**config.mk**
```make
export PLATFORM = sky130hd
export DESIGN_NAME = pipe_ctrl
export DESIGN_NICKNAME = d
export VERILOG_FILES = /design/src/rtl/pipe_ctrl_pkg.sv /design/src/rtl/pipe_ctrl_bus_watchdog.sv /design/src/rtl/pipe_ctrl.sv
export SDC_FILE = /design/constraint.sdc
export NUM_CORES = 1
export LEC_CHECK = 0
export CAP_MARGIN = 20
export CORE_MARGIN = 4
export CORE_UTILIZATION = 37
export CTS_CLUSTER_SIZE = 12
export DETAILED_ROUTE_END_ITERATION = 8
export PLACE_DENSITY = 0.8
export SLEW_MARGIN = 20
export SYNTH_ARGS = -nofsm -noshare
export SYNTH_HDL_FRONTEND = slang
export SYNTH_SLANG_ARGS = --single-unit
```
**constraint.sdc**
```tcl
create_clock -name clk -period 2.05 [get_ports clk]
set_input_delay 0.205 -clock clk [delete_from_list [all_inputs] [get_ports clk]]
set_output_delay 0.205 -clock clk [all_outputs]
set_load 0.02 [all_outputs]
```
**src/rtl/pipe_ctrl_pkg.sv**
```systemverilog
// Shared types for the pipeline sequencer: FSM states, exception causes and
// the stall/flush bundle driven to the four pipeline registers.
package pipe_ctrl_pkg;

  typedef enum logic {
    RUN   = 1'b0,
    FLUSH = 1'b1
  } pipe_state_e;

  typedef enum logic [2:0] {
    NO_EXP     = 3'd0,
    EXT_INT    = 3'd1,
    UNDEF      = 3'd2,
    OVERFLOW   = 3'd3,
    MISS_ALIGN = 3'd4,
    TRAP       = 3'd5,
    PRV_VIO    = 3'd6
  } exp_code_e;

  // Bit order within each field: [3]=IF/ID, [2]=ID/EX, [1]=EX/MEM, [0]=MEM/WB
  typedef struct packed {
    logic [3:0] stall;
    logic [3:0] flush;
  } pipe_ctrl_bus_t;

endpackage

```
**src/rtl/pipe_ctrl_bus_watchdog.sv**
```systemverilog
// Bus-hang watchdog: counts consecutive mem_busy cycles and pulses
// bus_timeout every BUSY_TIMEOUT-th busy cycle.
module bus_watchdog #(
  parameter int unsigned BUSY_TIMEOUT = 16
) (
  input  logic clk,
  input  logic reset,
  input  logic mem_busy,
  output logic bus_timeout
);

  localparam int unsigned CNT_W = $clog2(BUSY_TIMEOUT);
  localparam logic [CNT_W-1:0] LAST = CNT_W'(BUSY_TIMEOUT - 1);

  logic [CNT_W-1:0] count;

  always_comb begin
    bus_timeout = mem_busy && (count == LAST);
  end

  always_ff @(posedge clk or negedge reset) begin
    if (!reset) begin
      count <= '0;
    end else if (!mem_busy || count == LAST) begin
      count <= '0;
    end else begin
      count <= count + 1'b1;
    end
  end

endmodule

```
**src/rtl/pipe_ctrl.sv**
```systemverilog
// Pipeline sequencer: per-stage stall/flush, load-use bubbles, and the
// exception/interrupt/ERET freeze-then-flush redirect sequence.
module pipe_ctrl
  import pipe_ctrl_pkg::*;
#(
  parameter int unsigned           WORD_ADDR_W  = 30,
  parameter logic [WORD_ADDR_W-1:0] EXP_VECTOR  = 'h0000_0040,
  parameter int unsigned           BUSY_TIMEOUT = 16
) (
  input  logic                   clk,
  input  logic                   reset,
  input  logic                   if_busy,
  input  logic                   mem_busy,
  input  logic                   ld_hazard,
  input  logic                   mem_en,
  input  logic [WORD_ADDR_W-1:0] mem_pc,
  input  logic [2:0]             mem_exp_code,
  input  logic                   mem_eret,
  input  logic                   int_req,
  input  logic                   int_en,
  output logic                   if_stall,
  output logic                   id_stall,
  output logic                   ex_stall,
  output logic                   mem_stall,
  output logic                   if_flush,
  output logic                   id_flush,
  output logic                   ex_flush,
  output logic                   mem_flush,
  output logic [WORD_ADDR_W-1:0] new_pc,
  output logic [WORD_ADDR_W-1:0] epc,
  output logic [2:0]             exp_code,
  output logic                   exp_active,
  output logic                   bus_timeout
);

  pipe_state_e    state, next_state;
  pipe_ctrl_bus_t ctrl;
  logic           busy;
  logic           take_trap;
  logic           take_eret;
  logic [2:0]     cause;
  logic           eret_pend;

  always_comb begin
    busy       = if_busy | mem_busy;
    next_state = state;
    ctrl       = '0;
    new_pc     = '0;
    take_trap  = 1'b0;
    take_eret  = 1'b0;
    cause      = NO_EXP;
    case (state)
      RUN: begin
        if (mem_en && mem_exp_code != NO_EXP) begin
          take_trap = 1'b1;
          cause     = mem_exp_code;
        end else if (mem_en && mem_eret) begin
          take_eret = 1'b1;
        end else if (mem_en && int_req && int_en && !exp_active) begin
          take_trap = 1'b1;
          cause     = EXT_INT;
        end
        if (take_trap || take_eret) begin
          ctrl.stall = '1;
          next_state = FLUSH;
        end else begin
          ctrl.stall    = {busy | ld_hazard, busy, busy, busy};
          ctrl.flush[2] = ld_hazard & ~busy;
        end
      end
      FLUSH: begin
        if (busy) begin
          ctrl.stall = '1;
        end else begin
          ctrl.flush = '1;
          new_pc     = eret_pend ? epc : EXP_VECTOR;
          next_state = RUN;
        end
      end
    endcase
  end

  always_comb begin
    {if_stall, id_stall, ex_stall, mem_stall} = ctrl.stall;
    {if_flush, id_flush, ex_flush, mem_flush} = ctrl.flush;
  end

  always_ff @(posedge clk or negedge reset) begin
    if (!reset) begin
      state      <= RUN;
      epc        <= '0;
      exp_code   <= '0;
      exp_active <= 1'b0;
      eret_pend  <= 1'b0;
    end else begin
      state <= next_state;
      if (take_trap) begin
        epc        <= mem_pc;
        exp_code   <= cause;
        exp_active <= 1'b1;
        eret_pend  <= 1'b0;
      end else if (take_eret) begin
        eret_pend <= 1'b1;
      end else if (state == FLUSH && !busy) begin
        if (eret_pend) begin
          exp_active <= 1'b0;
        end
        eret_pend <= 1'b0;
      end
    end
  end

  bus_watchdog #(
    .BUSY_TIMEOUT(BUSY_TIMEOUT)
  ) u_bus_watchdog (
    .clk        (clk),
    .reset      (reset),
    .mem_busy   (mem_busy),
    .bus_timeout(bus_timeout)
  );

endmodule

```
==> flow_summary.ini, run 1 <==
[logic_synthesis]
synth_adder_area_share = 0.00662
yosys.area.top_type = dfrtp_1
syn-num-nets = 196
yosys-mux-area-fraction = 0.179
synth_compound_area_frac = 0.0589
syn-instance-count = 153
synth_area_leaders = dfrtp_1 53%, mux2_2 17%, and2_1 9.9%
synth.cell_area_sq_um = 1890
synth_top_area_share = 0.529
synthDistinctLibCells = 31
synth.yosys.seq_area_share = 0.529
synthSimpleGateAreaFrac = 0.170
syn-mean-instance-area_sq_um = 12.4
synth_top_family_by_area = multiplexers
ys_seq_elements = 40
synth_xor_area_frac = 0.00463
ys.warnings.count = 0

[final_layout]
final_area_sq_um = 3220
final_cells = 345
drive_above_1_share = 0.191
final_util = 0.664
final_cell_mix = 74 x clkdlybuf4s50_1, 40 x dfrtp_1, 35 x dlygate4sd2_1, 30 x and2_1, 28 x mux2_2
layout_commonest_cell = clkdlybuf4s50_1
num_antenna_cells = 0
fin_nets = 320
areaGrowthSynthToFinish_pct = 70.3

[setup_path]
arrival_ns = 1.67
crit_start = mem_busy
rr_worst_depth = 5
worstPathRequired_ns = 1.85
r2r_end = epc[1]
start_kind = primary input
critical_path.endpoint = new_pc[5]
crit_type = in2out
regToRegSetupSlack_ns = 0.42
crit_path_end_kind = output pin
path_max_fanout = 17
worstReg2RegStart = state

[job]
drv_cap = 0

[hold_path]
hp-class = in2async

[global_routing]
grt_usage = 0.172
global_route.overflow_total = 0
grt_pass1_vias = 1801
grt_max_degree = 41
antenna_found_initial = 0
grt_pass1_wl_um = 8490

[floorplanning]
coreArea_sq_um = 4850
die_w_um = 79.5
initial_core_util = 0.390
rows = 25
num_io_pins = 115
fp.dieH_um = 79.5
dieArea_sq_um = 6320

[cts]
clock-root-buffer = clkbuf_8
cts_tree = done
cts_buffers = 5
clockBufferDepth = 2
cts.clk_slew.worst_paths_ns = 0.07
h-tree-depth = 2
clock-sinks = 40
worstSkewPairLatency_ns = 0.29

[detailed_routing]
ant_nets = 0
wl_per_cell_um = 14.4
met2_length_um = 2550
drcViolationCount = 0
wl_um = 4970
drtPass1Iterations = 5
first_iter_violations = 49
wl_met3_um = 393
wl_met1_um = 1950
top_layer_used = met4
num_vias = 1602
vias_per_cell = 4.64

[timing]
finalSetupTns_ns = 0
finalHoldViolCount = 0
skew_ns = 0.00936
relSlewSlack = 0.400
fin_ws_ns = 0.176
finalSetupViolCount = 0
final_max_slew_viol_count = 0
timing.fmax_mhz = 534
rsz0062_at_grt = false
fin_crit_sh = 0.914
finalCriticalPeriod_ns = 1.87
worstMarginPinSlew_ns = 0.901

[pwr]
power.density_nw_per_um2 = 1020
p_leak_nw = 1.58
irDropWorstVdd_uv = 557

[placed_design]
dp_hpwl_um = 3910
place_area_sq_um = 3150
dp_worst_setup_slack_ns = -0.113
globalplace.congestion = 0.725
dp.cells = 337
port_buffers = 114

[run_status]
status = completed
[how the worst min path moves through the flow]
stage	from	to	slack (ns)
final	reset	epc[28]	0.04
after CTS	reset	epc[28]	0.07
after global placement	reset	epc[28]	0.38
after global routing	reset	epc[9]	0.12
after detailed placement	reset	epc[28]	0.38
after floorplan	reset	epc[0]	-0.09
[stage by stage]
stage                     power, mW  hold slack, ns
after global routing           3.48           0.123
after global placement         2.67           0.383
after CTS                      3.34          0.0663
after detailed placement       2.71           0.380
final                          3.29          0.0443
after floorplan                1.93         -0.0906
[state kept, by name (all words and copies together) (netlist names)]
| signal | cells |
|---|---|
| u_bus_watchdog.count | 4 |
| epc | 30 |
| state | 1 |
| exp_active | 1 |
| eret_pend | 1 |
| exp_code | 3 |
[worst max-delay path, stage by stage]
cell and delay, ns:
clkdlybuf4s50_1 0.42, nor2_1 0.15, and3_1 0.21, buf_4 0.19, and2_1 0.15, dlygate4sd2_1 0.34
[cells by family (layout without fill, tap and decap cells)]
| group | after synthesis | count (layout) |
|---|---|---|
| XOR/XNOR | 1 | 1 |
| flip-flops | 40 | 40 |
| adder cells (fa/ha/maj) | 1 | 1 |
| buffers and inverters | 16 | 141 |
| AO/OA/AOI/OAI | 14 | 14 |
| AND/OR/NAND/NOR | 51 | 51 |
| multiplexers | 30 | 30 |
[power by group]
part           leakage [nW]  internal [mW]  switching [mW]
clock network        0.0552          0.361           0.265
logic                  1.05          0.775           0.634
registers             0.473           1.06           0.195
total                  1.58           2.19            1.09
[per-layer routing]
metal,vias to the layer above,track usage
li1,758,-
met4,0,0.0533
met1,771,0.200
met5,-,0
met3,6,0.0553
met2,67,0.299
[cell usage after synthesis]
master	instances
dfrtp_1	40
and2_1	30
mux2_2	28
nand2_1	7
inv_1	6
buf_4	4
nor2_1	4
buf_6	3
clkbuf_1	3
o21ai_0	3
and3_1	2
mux2_1	2
nand2b_1	2
nand3_1	2
a21boi_0	1
a21o_1	1
a21oi_1	1
a21oi_4	1
a311oi_1	1
a31o_2	1
a31oi_1	1
ha_1	1
nand3b_1	1
nand4bb_4	1
nor2b_1	1
nor3_4	1
o211a_1	1
o21bai_1	1
o32a_1	1
o32ai_1	1
xnor2_1	1
[area by class of cell]
cell class	count	area, sq um
Fill cell	409	1630
Multi-Input combinational cell	97	792
Sequential cell	40	1000
Clock inverter	2	35.0
Inverter	6	22.5
Clock buffer	6	72.6
Timing Repair Buffer	127	1210
Tap cell	67	83.8
[repair_timing]
| action | 4_1_cts | 5_1_grt |
|---|---|---|
| endpoints found under the setup margin | 35 | 4 |
| hold buffers | 0 | 0 |
| setup buffers | 0 | 0 |
| resized for setup | 35 | 4 |
No activity file was read; power rests on OpenSTA's default activity.
==> inputs of run 2 (changes only) <==
Settings changed: MAX_ROUTING_LAYER set to met4, PLACE_DENSITY 0.8 to 0.87.
==> run 2 against run 1 <==
  * Combinational power hardly changed
  * Register-to-register slack about the same
  * Total power shrank 1.8%
  * Utilization rose by 0.052 points
  * Critical path depth decreased by 2
  * Highest routed layer unchanged
  * Final area hardly changed
  * Flip-flop and latch count stayed put
  * Worst hold slack better by 0.30 ns
==> flow_summary.ini, run 2 (same netlist as run 1, synthesis figures left out) <==
[floorplanning]
rows = 25
initial_core_util = 0.390
coreArea_sq_um = 4850
dieArea_sq_um = 6320
num_io_pins = 115
die_w_um = 79.5
fp.dieH_um = 79.5

[detailed_routing]
drtPass1Iterations = 3
wl_um = 4990
first_iter_violations = 61
ant_nets = 0
vias_per_cell = 4.63
top_layer_used = met4
num_vias = 1593
wl_met1_um = 2050
wl_per_cell_um = 14.5
drcViolationCount = 0
wl_met3_um = 339
met2_length_um = 2580

[final_layout]
drive_above_1_share = 0.195
fin_nets = 320
seq_area_sq_um = 1000
areaGrowthSynthToFinish_pct = 70.4
num_antenna_cells = 0
top_regs = epc (30), u_bus_watchdog.count (4), exp_code (3)
multi_input_area_sq_um = 795
n_fill_cell = 386
final_area_sq_um = 3220
largest_reg_flops = 30
layout_commonest_cell = clkdlybuf4s50_1
largest_register = epc
final_cell_mix = 75 x clkdlybuf4s50_1, 40 x dfrtp_1, 30 x and2_1, 28 x mux2_2, 26 x dlygate4sd2_1
final_util = 0.665

[setup_path]
slowest_delay_ns = 0.61
path_max_fanout = 4
worstPathRequired_ns = 1.85
path_cells = ha_1 > nand3_1 > nor2_1 > clkdlybuf4s50_1
arrival_ns = 1.75
start_kind = flip-flop
crit_type = reg2out
crit_slowest_cell = clkdlybuf4s50_1
crit_path_end_kind = output pin

[run_status]
status = completed

[placed_design]
dp_hpwl_um = 4000
place_area_sq_um = 3150
globalplace.congestion = 0.761
port_buffers = 114

[pwr]
power.density_nw_per_um2 = 1000
totalPowerFinal_mw = 3.23
irDropWorstVdd_uv = 607
p_leak_nw = 1.48

[cts]
post-cts-setup-buffer-count = 0
h-tree-depth = 2
clock-sinks = 40
worstSkewPairLatency_ns = 0.28
cts_tree = done
clockBufferDepth = 2
cts_buffers = 5
clock-root-buffer = clkbuf_8
cts.clk_slew.worst_paths_ns = 0.07

[global_routing]
grt_pass1_vias = 1801
global_route.overflow_total = 0
grt_max_degree = 20
antenna_found_initial = 0
grt_usage = 0.175
grt_pass1_wl_um = 8490

[timing]
finalSetupViolCount = 0
worstMarginPinSlew_ns = 0.307
timing.fmax_mhz = 512
final_max_slew_viol_count = 0
finalCriticalPeriod_ns = 1.95
finalHoldViolCount = 0
finalSetupTns_ns = 0
relSlewSlack = 0.796
skew_ns = 0.00235
fin_crit_sh = 0.953

[hold_path]
hp-class = in2async

[job]
drv_cap = 0
-- run 2: worst max-delay path: cells and delay by family, from the launching register on --
family / cells / cell delay (ns)
buf+inv: 1 / 0.61
flops: 1 / 0.40
simple gates: 2 / 0.24
fa+ha+maj: 1 / 0.22
-- run 2: worst paths after layout --
check                                         from                      end  slack (ns)  cells past startpoint
hold reg to reg            u_bus_watchdog.count[0]  u_bus_watchdog.count[0]        0.50                      1
setup reg to reg                             state                   epc[1]        0.41                      5
hold / removal                               reset                  epc[13]        0.34                      2
max in group asynchronous                    reset                   epc[8]        1.21                      3
setup / recovery           u_bus_watchdog.count[0]              bus_timeout         0.1                      4
min in group clk           u_bus_watchdog.count[0]  u_bus_watchdog.count[0]        0.50                      1
-- run 2: cell type report --
| cell class | instances | share of cell area |
|---|---|---|
| well taps | 67 | 0.0260 |
| multi-input cells | 97 | 0.247 |
| flip-flops and latches | 40 | 0.311 |
| clock buffers | 7 | 0.0299 |
| repair buffers | 127 | 0.380 |
| inverters | 6 | 0.00699 |
-- run 2: power by group --
group / switching (mW) / internal [mW]
Combinational: 0.638 / 0.780
Clock: 0.253 / 0.300
Sequential: 0.200 / 1.06
-- run 2: per-layer routing --
layer,up-vias,GRT usage
met5,-,-
met4,0,0.0258
met3,2,0.0564
met2,64,0.306
met1,767,0.199
li1,760,-
-- run 2: per-stage QoR --
| step | std cells | setup WS [ns] | hold slack [ns] |
|---|---|---|---|
| after floorplan | 153 | 0.475 | -0.0906 |
| after global placement | 336 | -0.142 | 0.107 |
| after detailed placement | 336 | -0.218 | 0.112 |
| after CTS | 344 | 0.0644 | 0.349 |
| after global routing | 344 | -0.000492 | 0.376 |
| final | 344 | 0.0963 | 0.342 |
-- run 2: repair_timing --
action,in CTS,in global routing
hold buffers,1,0
hold endpoints to repair,12,0
setup endpoints to repair,38,29
gates resized for setup,38,14
==> inputs of run 3 (changes only) <==
Settings changed: SYNTH_HIERARCHICAL set to 1.
Clock period 2.05 ns to 2.2 ns, I/O delays scaled along.
==> run 3 against run 2 <==
  * Synthesized cell count shrank 0.65%
  * Clock skew grew 0.0038 ns
  * Worst hold slack lost 0.30 ns
  * Via count grew 0.94%
  * Critical path depth grew 1
  * Global-route usage grew 0.077 points
  * Non-clock buffer count shrank 5
  * Combinational power shrank 7%
  * Sequential share of layout area grew 0.13 points
  * Die area is the same
  * Critical endpoint is now id_flush
  * Largest cell class unchanged
  * Largest power group unchanged
==> flow_summary.ini, run 3 <==
[placed_design]
globalplace.congestion = 0.739
port_buffers = 114
dp_hpwl_um = 3970

[timing]
finalHoldViolCount = 0
worstMarginPinSlew_ns = 0.859
relSlewSlack = 0.427
fin_crit_sh = 0.951
final_max_slew_viol_count = 0
finalSetupViolCount = 0
skew_ns = 0.00616
rsz0062_at_grt = false
whs_ns = 0.0408
finalCriticalPeriod_ns = 2.09
timing.fmax_mhz = 478

[pwr]
intPower_mw = 2.11
p_comb_frac = 0.422
p_leak_nw = 1.52
switchingPower_mw = 1.02
irDropWorstVdd_uv = 558
clockPowerShare = 0.204
totalPowerFinal_mw = 3.13
power.density_nw_per_um2 = 976
swShare = 0.327
sequentialPowerShare = 0.373

[detailed_routing]
vias_per_cell = 4.74
drtPass1Iterations = 4
drcViolationCount = 0
wl_um = 5000
ant_nets = 0
wl_per_cell_um = 14.7
first_iter_violations = 72
num_vias = 1608

[final_layout]
final_cell_mix = 80 x clkdlybuf4s50_1, 40 x dfrtp_1, 30 x and2_1, 29 x dlygate4sd2_1, 28 x mux2_2
areaGrowthSynthToFinish_pct = 69.7
layout_commonest_cell = clkdlybuf4s50_1
largest_register = epc
top_regs = epc (30), u_bus_watchdog/count (4), exp_code (3)
drive_above_1_share = 0.180
num_antenna_cells = 0
fin_nets = 314
largest_reg_flops = 30

[logic_synthesis]
ys_async_sr_fraction = 1.00
synthDistinctLibCells = 32
synth_top_area_share = 0.529
ys_seq_elements = 40
syn-mean-instance-area_sq_um = 12.4
ys.warnings.count = 6
syn-num-nets = 195
yosys.area.top_type = dfrtp_1
synth-edff-count = 0
synth.yosys.seq_area_share = 0.529
synthFlopType = dfrtp_1
yosysMostFrequentCell = dfrtp_1
synthTopCellsByCount = 40 x dfrtp_1, 30 x and2_1, 28 x mux2_2
syn-instance-count = 152
synth_area_leaders = dfrtp_1 53%, mux2_2 17%, and2_1 9.9%
synth.cell_area_sq_um = 1890

[setup_path]
regToRegSetupSlack_ns = 0.45
slowest_delay_ns = 0.60
path_cells = clkdlybuf4s50_1 > nor3_4 > a31o_2 > o211a_1 > clkdlybuf4s50_1
crit_slowest_cell = clkdlybuf4s50_1
arrival_ns = 1.87
crit_type = in2out
start_kind = primary input
worstPathRequired_ns = 1.98
path_common_cell = clkdlybuf4s50_1
crit_path_end_kind = output pin
path_max_fanout = 4

[floorplanning]
fp.dieH_um = 79.5
num_io_pins = 115
dieArea_sq_um = 6320
initial_core_util = 0.390
rows = 25
coreArea_sq_um = 4850
die_w_um = 79.5

[cts]
worstSkewPairLatency_ns = 0.29
h-tree-depth = 2
post-cts-setup-buffer-count = 0
cts_tree = done
clock-root-buffer = clkbuf_8
cts_buffers = 5
clock-sinks = 40
clockBufferDepth = 2
cts.clk_slew.worst_paths_ns = 0.07

[global_routing]
grt_max_degree = 41
grt_usage = 0.175
global_route.overflow_total = 0
antenna_found_initial = 0
grt_pass1_wl_um = 8400
grt_pass1_vias = 1735

[hold_path]
hp-class = in2async

[job]
drv_cap = 0

[run_status]
status = completed
run 3: cell type report:
class / count / area (sq um)
clock inverter: 1 / 30.0
fill: 409 / 1640
inverter: 6 / 22.5
timing repair buffer: 122 / 1180
tap: 67 / 83.8
multi-input combinational: 96 / 792
clock buffer: 7 / 96.3
sequential: 40 / 1000
run 3: kinds of logic after synthesis:
group	share of synthesized area
and+or+nand+nor	0.170
DFF	0.529
muxes	0.179
buffers and inverters	0.0516
AOI/OAI and AO/OA	0.0589
xor gates and xnor gates	0.00463
adders and majority gates	0.00662
run 3: critical path: cells and delay by family:
kind | cells | cell delay [ns]
and+or+nand+nor | 1 | 0.20
buffers and inverters | 2 | 1.08
AOI/OAI and AO/OA | 2 | 0.38
run 3: power groups by stage:
stage                     clock network, mW  logic, mW  registers [mW]
after floorplan                           0      0.357            1.45
after global placement                    0       1.31            1.17
after detailed placement                  0       1.34            1.18
after CTS                             0.664       1.34            1.17
after global routing                  0.699       1.40            1.22
final                                 0.639       1.32            1.17
run 3: stage by stage:
step           setup TNS, ns  instance area [sq um]  setup WS, ns  std cells   util
6_report                   0                   3210         0.108        339  0.662
5_1_grt                    0                   3210        0.0222        339  0.662
4_1_cts                    0                   3200        0.0529        339  0.660
3_5_place_dp          -0.439                   3110       -0.0618        331  0.641
3_3_place_gp               0                   3110       0.00805        331  0.641
2_1_floorplan              0                   1890         0.625        152      -
run 3: what timing repair did:
action / 4_1_cts / 5_1_grt
gates resized for setup: 29 / 4
endpoints found under the setup margin: 29 / 4
hold buffers: 0 / 0
run 3: path summary, 6_finish.rpt:
kind,depth (start not counted),end,start
max,5,id_flush,mem_exp_code[0]
min,1,epc[22],reset
max reg2reg,5,epc[21],state
min reg2reg,1,u_bus_watchdog/count[3],u_bus_watchdog/count[3]
max in group asynchronous,1,epc[18],reset
min in group clk,1,u_bus_watchdog/count[3],u_bus_watchdog/count[3]
run 3: routing by layer:
| metal | track usage | part of all wire | vias up | wire length, um |
|---|---|---|---|---|
| met5 | - | 0 | - | 0 |
| met4 | 0.0464 | 0.011 | 0 | 55 |
| met3 | 0.0474 | 0.060 | 6 | 299 |
| met2 | 0.303 | 0.53 | 67 | 2640 |
| met1 | 0.201 | 0.40 | 788 | 2010 |
| li1 | - | - | 747 | - |
